<file path="src/rtl/wave_shaper.sv">
// wave_shaper: four-stage phase-to-sample pipeline (sine/square/triangle/saw, gain, offset, clamp).
// Define WAVE_SHAPER_PWM_EN to build the PWM output stage; otherwise pwm_out is tied low.
module wave_shaper #(
  parameter int unsigned ADDR_W = 10,
  parameter int unsigned DATA_W = 12
) (
  input  logic              clk,
  input  logic              rst_n,
  input  logic [ADDR_W-1:0] addr,
  input  logic [3:0]        sig_type,
  input  logic [7:0]        amplitude,
  input  logic [DATA_W-1:0] offset,
  output logic [DATA_W-1:0] sample,
  output logic              sample_valid,
  output logic              pwm_out
);

  localparam int unsigned LUT_N  = 256;
  localparam int unsigned MAG_W  = 11;
  localparam int unsigned W_W    = 12;
  localparam int unsigned PROD_W = 21;
  localparam int unsigned P_W    = 13;
  localparam int unsigned SUM_W  = 14;
  localparam real         PI     = 3.14159265358979323846;

  // Quarter-wave sine magnitudes, sampled at bin centres so both quadrant mirrors are exact
  logic [MAG_W-1:0] sine_lut [LUT_N];
  for (genvar k = 0; k < LUT_N; k++) begin : g_lut
    localparam int MAG = int'(2047.0 * $sin(2.0 * PI * (real'(k) + 0.5) / 1024.0));
    assign sine_lut[k] = MAG_W'(MAG);
  end

  // S1: capture inputs and detect a new address / shape
  logic [9:0]  a1;
  logic [3:0]  t1;
  logic [7:0]  amp1;
  logic [11:0] off1;
  logic        chg1;
  logic        prime;

  always_ff @(posedge clk or negedge rst_n) begin
    if (!rst_n) begin
      a1    <= '0;
      t1    <= '0;
      amp1  <= '0;
      off1  <= '0;
      chg1  <= 1'b0;
      prime <= 1'b1;
    end else begin
      chg1  <= prime || (addr != a1) || (sig_type != t1);
      a1    <= addr;
      t1    <= sig_type;
      amp1  <= amplitude;
      off1  <= offset;
      prime <= 1'b0;
    end
  end

  // S2: wave lookup, w held as a two's-complement bit pattern
  logic [7:0]     sin_idx;
  logic [W_W-1:0] sin_mag;
  logic [8:0]     tri_t;
  logic [W_W-1:0] w_next;

  always_comb begin
    sin_idx = a1[8] ? ~a1[7:0] : a1[7:0];
    sin_mag = {1'b0, sine_lut[sin_idx]};
    tri_t   = a1[9] ? ~a1[8:0] : a1[8:0];
    w_next  = '0;
    case (t1)
      4'd0:    w_next = a1[9] ? W_W'(-sin_mag) : sin_mag;
      4'd1:    w_next = a1[9] ? 12'h800 : 12'h7FF;
      4'd2:    w_next = {tri_t, 3'b000} - 12'd2048;
      4'd3:    w_next = {a1, 2'b00} - 12'd2048;
      default: w_next = '0;
    endcase
  end

  logic [W_W-1:0] w2;
  logic [7:0]     amp2;
  logic [11:0]    off2;
  logic           chg2;

  always_ff @(posedge clk or negedge rst_n) begin
    if (!rst_n) begin
      w2   <= '0;
      amp2 <= '0;
      off2 <= '0;
      chg2 <= 1'b0;
    end else begin
      w2   <= w_next;
      amp2 <= amp1;
      off2 <= off1;
      chg2 <= chg1;
    end
  end

  // S3: gain; dropping the low 8 product bits is a floor shift
  logic signed [PROD_W-1:0] prod;
  logic        [P_W-1:0]    p3;
  logic        [11:0]       off3;
  logic                     chg3;

  assign prod = $signed(w2) * $signed({1'b0, amp2});

  always_ff @(posedge clk or negedge rst_n) begin
    if (!rst_n) begin
      p3   <= '0;
      off3 <= '0;
      chg3 <= 1'b0;
    end else begin
      p3   <= prod[PROD_W-1:8];
      off3 <= off2;
      chg3 <= chg2;
    end
  end

  // S4: offset add at 14 bits, then clamp to the unsigned 12-bit range
  logic [SUM_W-1:0] sum;
  logic [11:0]      sat;

  always_comb begin
    sum = {p3[P_W-1], p3} + {2'b00, off3};
    sat = sum[11:0];
    if (sum[SUM_W-1])
      sat = '0;
    else if (sum[12])
      sat = 12'hFFF;
  end

  always_ff @(posedge clk or negedge rst_n) begin
    if (!rst_n) begin
      sample       <= '0;
      sample_valid <= 1'b0;
    end else begin
      sample       <= DATA_W'(sat);
      sample_valid <= chg3;
    end
  end

`ifdef WAVE_SHAPER_PWM_EN
  // Duty reloads only at the period boundary so a mid-period sample change cannot cut a pulse
  logic [11:0] pwm_cnt;
  logic [11:0] duty;

  always_ff @(posedge clk or negedge rst_n) begin
    if (!rst_n) begin
      pwm_cnt <= '0;
      duty    <= '0;
      pwm_out <= 1'b0;
    end else begin
      pwm_out <= (pwm_cnt < duty);
      if (pwm_cnt == 12'hFFF)
        duty <= 12'(sample);
      pwm_cnt <= pwm_cnt + 12'd1;
    end
  end
`else
  assign pwm_out = 1'b0;
`endif

endmodule

</file>
<file path="config.mk">
export PLATFORM = sky130hd
export DESIGN_NAME = wave_shaper
export DESIGN_NICKNAME = d
export VERILOG_FILES = /design/src/rtl/wave_shaper.sv
export SDC_FILE = /design/constraint.sdc
export NUM_CORES = 1
export LEC_CHECK = 0
export ABC_AREA = 1
export CELL_PAD_IN_SITES_DETAIL_PLACEMENT = 1
export CELL_PAD_IN_SITES_GLOBAL_PLACEMENT = 2
export CORE_MARGIN = 3
export CORE_UTILIZATION = 37
export CTS_CLUSTER_SIZE = 25
export DETAILED_ROUTE_END_ITERATION = 10
export GPL_TIMING_DRIVEN = 0
export PLACE_DENSITY_LB_ADDON = 0.1
export SLEW_MARGIN = 20
export SYNTH_ARGS = -nofsm -noshare
export SYNTH_HDL_FRONTEND = slang
export SYNTH_SLANG_ARGS = --single-unit
</file>
<file path="constraint.sdc">
create_clock -name clk -period 5 [get_ports clk]
set_clock_uncertainty 0.05 [all_clocks]
set_input_delay 1 -clock clk [delete_from_list [all_inputs] [get_ports clk]]
set_output_delay 1 -clock clk [all_outputs]
set_load 0.03 [all_outputs]
</file>
==> results.md <==
* Run status: finished clean
* Clock latency of the later-clocked register in the worst-skew pair at between 0.3 and 0.4 ns
* Port Buf Inserts at 48
* Number of distinct standard cells referenced by the synthesized netlist at 47
* Crit path time final at 4.71 ns
* Total Power Consumption at around 3.4 mW
* Average wire length per cell after detail routing at around 20 µm
* Largest net degree at the start of global routing at 67
* Share of post-route cells with drive strength above 1 at 0.0561
* Placement-stage worst setup slack at 0.0268 ns
* Synth Area in Adders at 0.232
* Congestion Overflow GR at 0
* Simple-gate share of the synthesized area at 0.279
* Critical path launch point type: flip-flop
* CP most frequent cell: fa_1
* Clk sink count at between 100 and 150
* Final period utilization at 0.942
* Combined area of the multi-input logic cells at around 0.0063 mm²
* Overall die width at roughly 170 µm
* Number of buffers inserted by hold repair at cts at 0
* Crit Path Max Fanout at 8
* Total routing resource utilization after global routing at 0.244
* Achievable Freq at 212 MHz
* Chain of cells forming the critical path: nand2_1 -> fa_1 -> inv_1 -> fa_1 -> inv_1 -> fa_1 -> fa_1 -> inv_1 -> ha_1 -> a21oi_1 -> o21bai_1 -> a221oi_1 -> nand2_1 -> xor2_1
* Total die area at 0.0292 mm²
* Total routed wirelength at 34.3 mm
* PnR worst setup slack at between 0.2 and 0.3 ns
* Final routed DRC violation total at 0
* Total number of yosys warnings at 0
* Post-synthesis xor/xnor area fraction at 0.0373
* Arrival time reported for the critical path endpoint at roughly 4.9 ns
* Residual antenna-violating net count after detailed routing at 0
* Sum of net half-perimeters after detailed placement at about 27 mm
* Number of global-route vias before repair at 9979
* Total Neg Setup Slack at 0 ns
* Area share of the leading cell type in the synthesized netlist at 0.266
* Fill cell instance count of the final layout at approximately 3300
* Number of nets in the layout at around 1600
* Final-report max-slew violation count at 0
* Final Hold Vio Count at 0
* Antenna violations before repair at 0
* Row count at ~60
* Diode insertion count for antenna repair at 0
* Number of cells after detailed placement at around 1700
* Vert. Die Dim at approximately 170 µm
* Unrepaired setup endpoints after global routing: false
* Number of buffers and inverters on the critical path at 3
* Worst-case vdd ir drop at between 0.00015 and 0.0002 V
* Post-CTS Setup Inserts at 0
* Leakage power total at 6.15 nW
* P_int at 1.92 mW
* Most common library cell in the layout ignoring fill and taps: nand2_1
* Kind of cell with the highest combined delay on the critical path: adder cells
* CTS tree: yes
* Number of violations reported at the end of detailed-routing iteration 0 at 599
* Part of the total power dissipated in the clock network at 0.217
* Post-detailed-route via-to-cell ratio at about 5.3
* Library cell used as clock root buffer: clkbuf_16
* Cell taking the most area after synthesis: dfrtp_1
* Sw power at roughly 1.5 mW
* Multiplexer area fraction after synthesis at 0
* Portion of total power attributed to sequential cells at 0.316
* First drt pass iteration count at 5
* Sw Ratio at 0.431
* Area taken by flip-flops and latches at about 0.0027 mm²
* Slew at the pin with the worst max-slew slack at 1.00 ns
* Class of the most critical setup path: flip-flop to flip-flop
* Total via count in the routed design at approximately 9000
* Signed area change from the synthesized netlist to the final layout at 12.1%
* Largest family of logic cells by synthesized area: simple AND/OR/NAND/NOR gates
* Starting utilization of the core area at 0.382
* Total CTS buffers at 9
* Ratio of total power to cell area at between 200 and 300 mW/mm²
* Class of the worst hold path: flip-flop to flip-flop
* Synthesized flop and latch total at ~110
* Combinational Power Share at 0.467
* Area fraction in compound gates after synthesis at 0.0723
* Reg2reg setup slack at a little under 0.3 ns
* Maximum buffer depth of the clock tree at 2
* Sequential fraction of the synthesis area at 0.269
* Std-Cell Core Area at 0.0264 mm²
* Final design utilization at 0.428
* Required time reported for the critical path endpoint at between 5 and 6 ns
* Type of destination of the critical path: flip-flop
* Max incr delay on CP at around 0.75 ns
* Mapped Area at 0.0101 mm²
* Finished Layout Cells at about 1700
* Maxcap violations at 0
* Most frequent cells in the layout: 380 x nand2_1, 224 x inv_1, 182 x nand3_1, 104 x dfrtp_1, 78 x fa_1
* Number of standard cells after synthesis at around 1400
* Number of primary I/O pins at 50
* H-tree Lvls at 3
* Per-instance average area after synthesis at between 7 and 8 µm²
* Largest cells by area after synthesis: dfrtp_1 27%, fa_1 16%, nand2_1 14%
* Finish-stage setup viols at 0
* Tightest slew margin relative to the limit at 0.327
* Global-route wire length before repair at ~55 mm
* Final Wtd Congestion at between 0.9 and 1
* Clock-pin slew on the worst setup and hold paths at ~0.08 ns
* Crit path max-delay cell type: fa_1
metrics by stage:
step / hold slack (ns) / cell area, µm²
final: 0.300 / 11300
after global routing: 0.309 / 11300
after CTS: 0.301 / 11300
after detailed placement: 0.286 / 11000
after global placement: 0.282 / 11000
after floorplan: 0.281 / 10100
final cells by class:
class | count | share of cell area
buffer | 41 | 0.0193
clock buffer | 9 | 0.0200
clock inverter | 7 | 0.00710
inverter | 229 | 0.0764
multi-input combinational | 965 | 0.555
sequential | 108 | 0.240
tap | 335 | 0.0372
timing repair buffer | 49 | 0.0452
repair_timing:
action,CTS,global route
setup endpoints to repair,1,8
hold endpoints to repair,0,0
resized for setup,0,9
cells in the mapped netlist, drive strengths merged:
cell / instances
a21oi: 54
xor2: 24
nor2: 60
nand2: 396
nand3: 182
a211oi: 1
dfstp: 1
o211ai: 2
o22ai: 2
nand4: 7
nand3b: 1
a221oi: 7
a21o: 3
a31oi: 3
clkbuf: 24
ha: 62
o21a: 2
clkinv: 2
dfrtp: 107
a31o: 1
o21bai: 1
inv: 227
conb: 1
or2: 3
fa: 78
buf: 25
o2111ai: 4
xnor2: 15
nor4: 2
o221ai: 1
a32oi: 4
nor3: 7
o21ai: 41
logic make-up after synthesis:
group           Yosys count
simple gates            658
buf+inv                 278
fa+ha+maj               140
compound gates          126
flops                   108
xor+xnor                 39
other cells               1
registers in the layout, indices dropped and copies added, names as in the netlist:
signal / count
a1: 10
off3: 12
amp2: 8
off1: 12
sample: 12
prime: 1
off2: 12
sample_valid: 1
p3: 13
chg2: 1
chg1: 1
t1: 4
amp1: 8
w2: 12
chg3: 1
power by group through the flow:
stage | Clock, mW | Sequential, mW | Combinational (mW)
floorplan | 0 | 1.16 | 0.977
global placement | 0 | 1.07 | 1.57
detailed placement | 0 | 1.08 | 1.60
CTS | 0.759 | 1.06 | 1.60
global route | 0.793 | 1.08 | 1.78
finish | 0.730 | 1.07 | 1.57
final timing paths:
kind                                         from           endpoint  cells past startpoint
worst max register to register   w2[11]$_DFF_PN0_   p3[12]$_DFF_PN0_                     14
worst max-delay path             w2[11]$_DFF_PN0_   p3[12]$_DFF_PN0_                     14
worst min-delay path            off1[9]$_DFF_PN0_  off2[9]$_DFF_PN0_                      0
worst min register to register  off1[9]$_DFF_PN0_  off2[9]$_DFF_PN0_                      0
max in group asynchronous                   rst_n    prime$_DFF_PN1_                      2
min in group asynchronous                   rst_n    p3[0]$_DFF_PN0_                      1
worst register-to-register path, delay by kind of cell (launching register included):
family	cells	cell delay, ns
adders and majority gates	5	2.67
xor gates and xnor gates	1	0.15
DFF	1	0.61
and+or+nand+nor	2	0.33
buffers and inverters	3	0.27
AOI/OAI and AO/OA	3	0.54
routing by layer:
layer  GRT usage  vias to the layer above  share of wire
li1            -                     4346              -
met1       0.296                     4582           0.41
met2       0.450                      236           0.52
met3      0.0268                       75          0.036
met4      0.0815                        0          0.034
met5           0                        -              0
(Power assumes the default switching activity.)
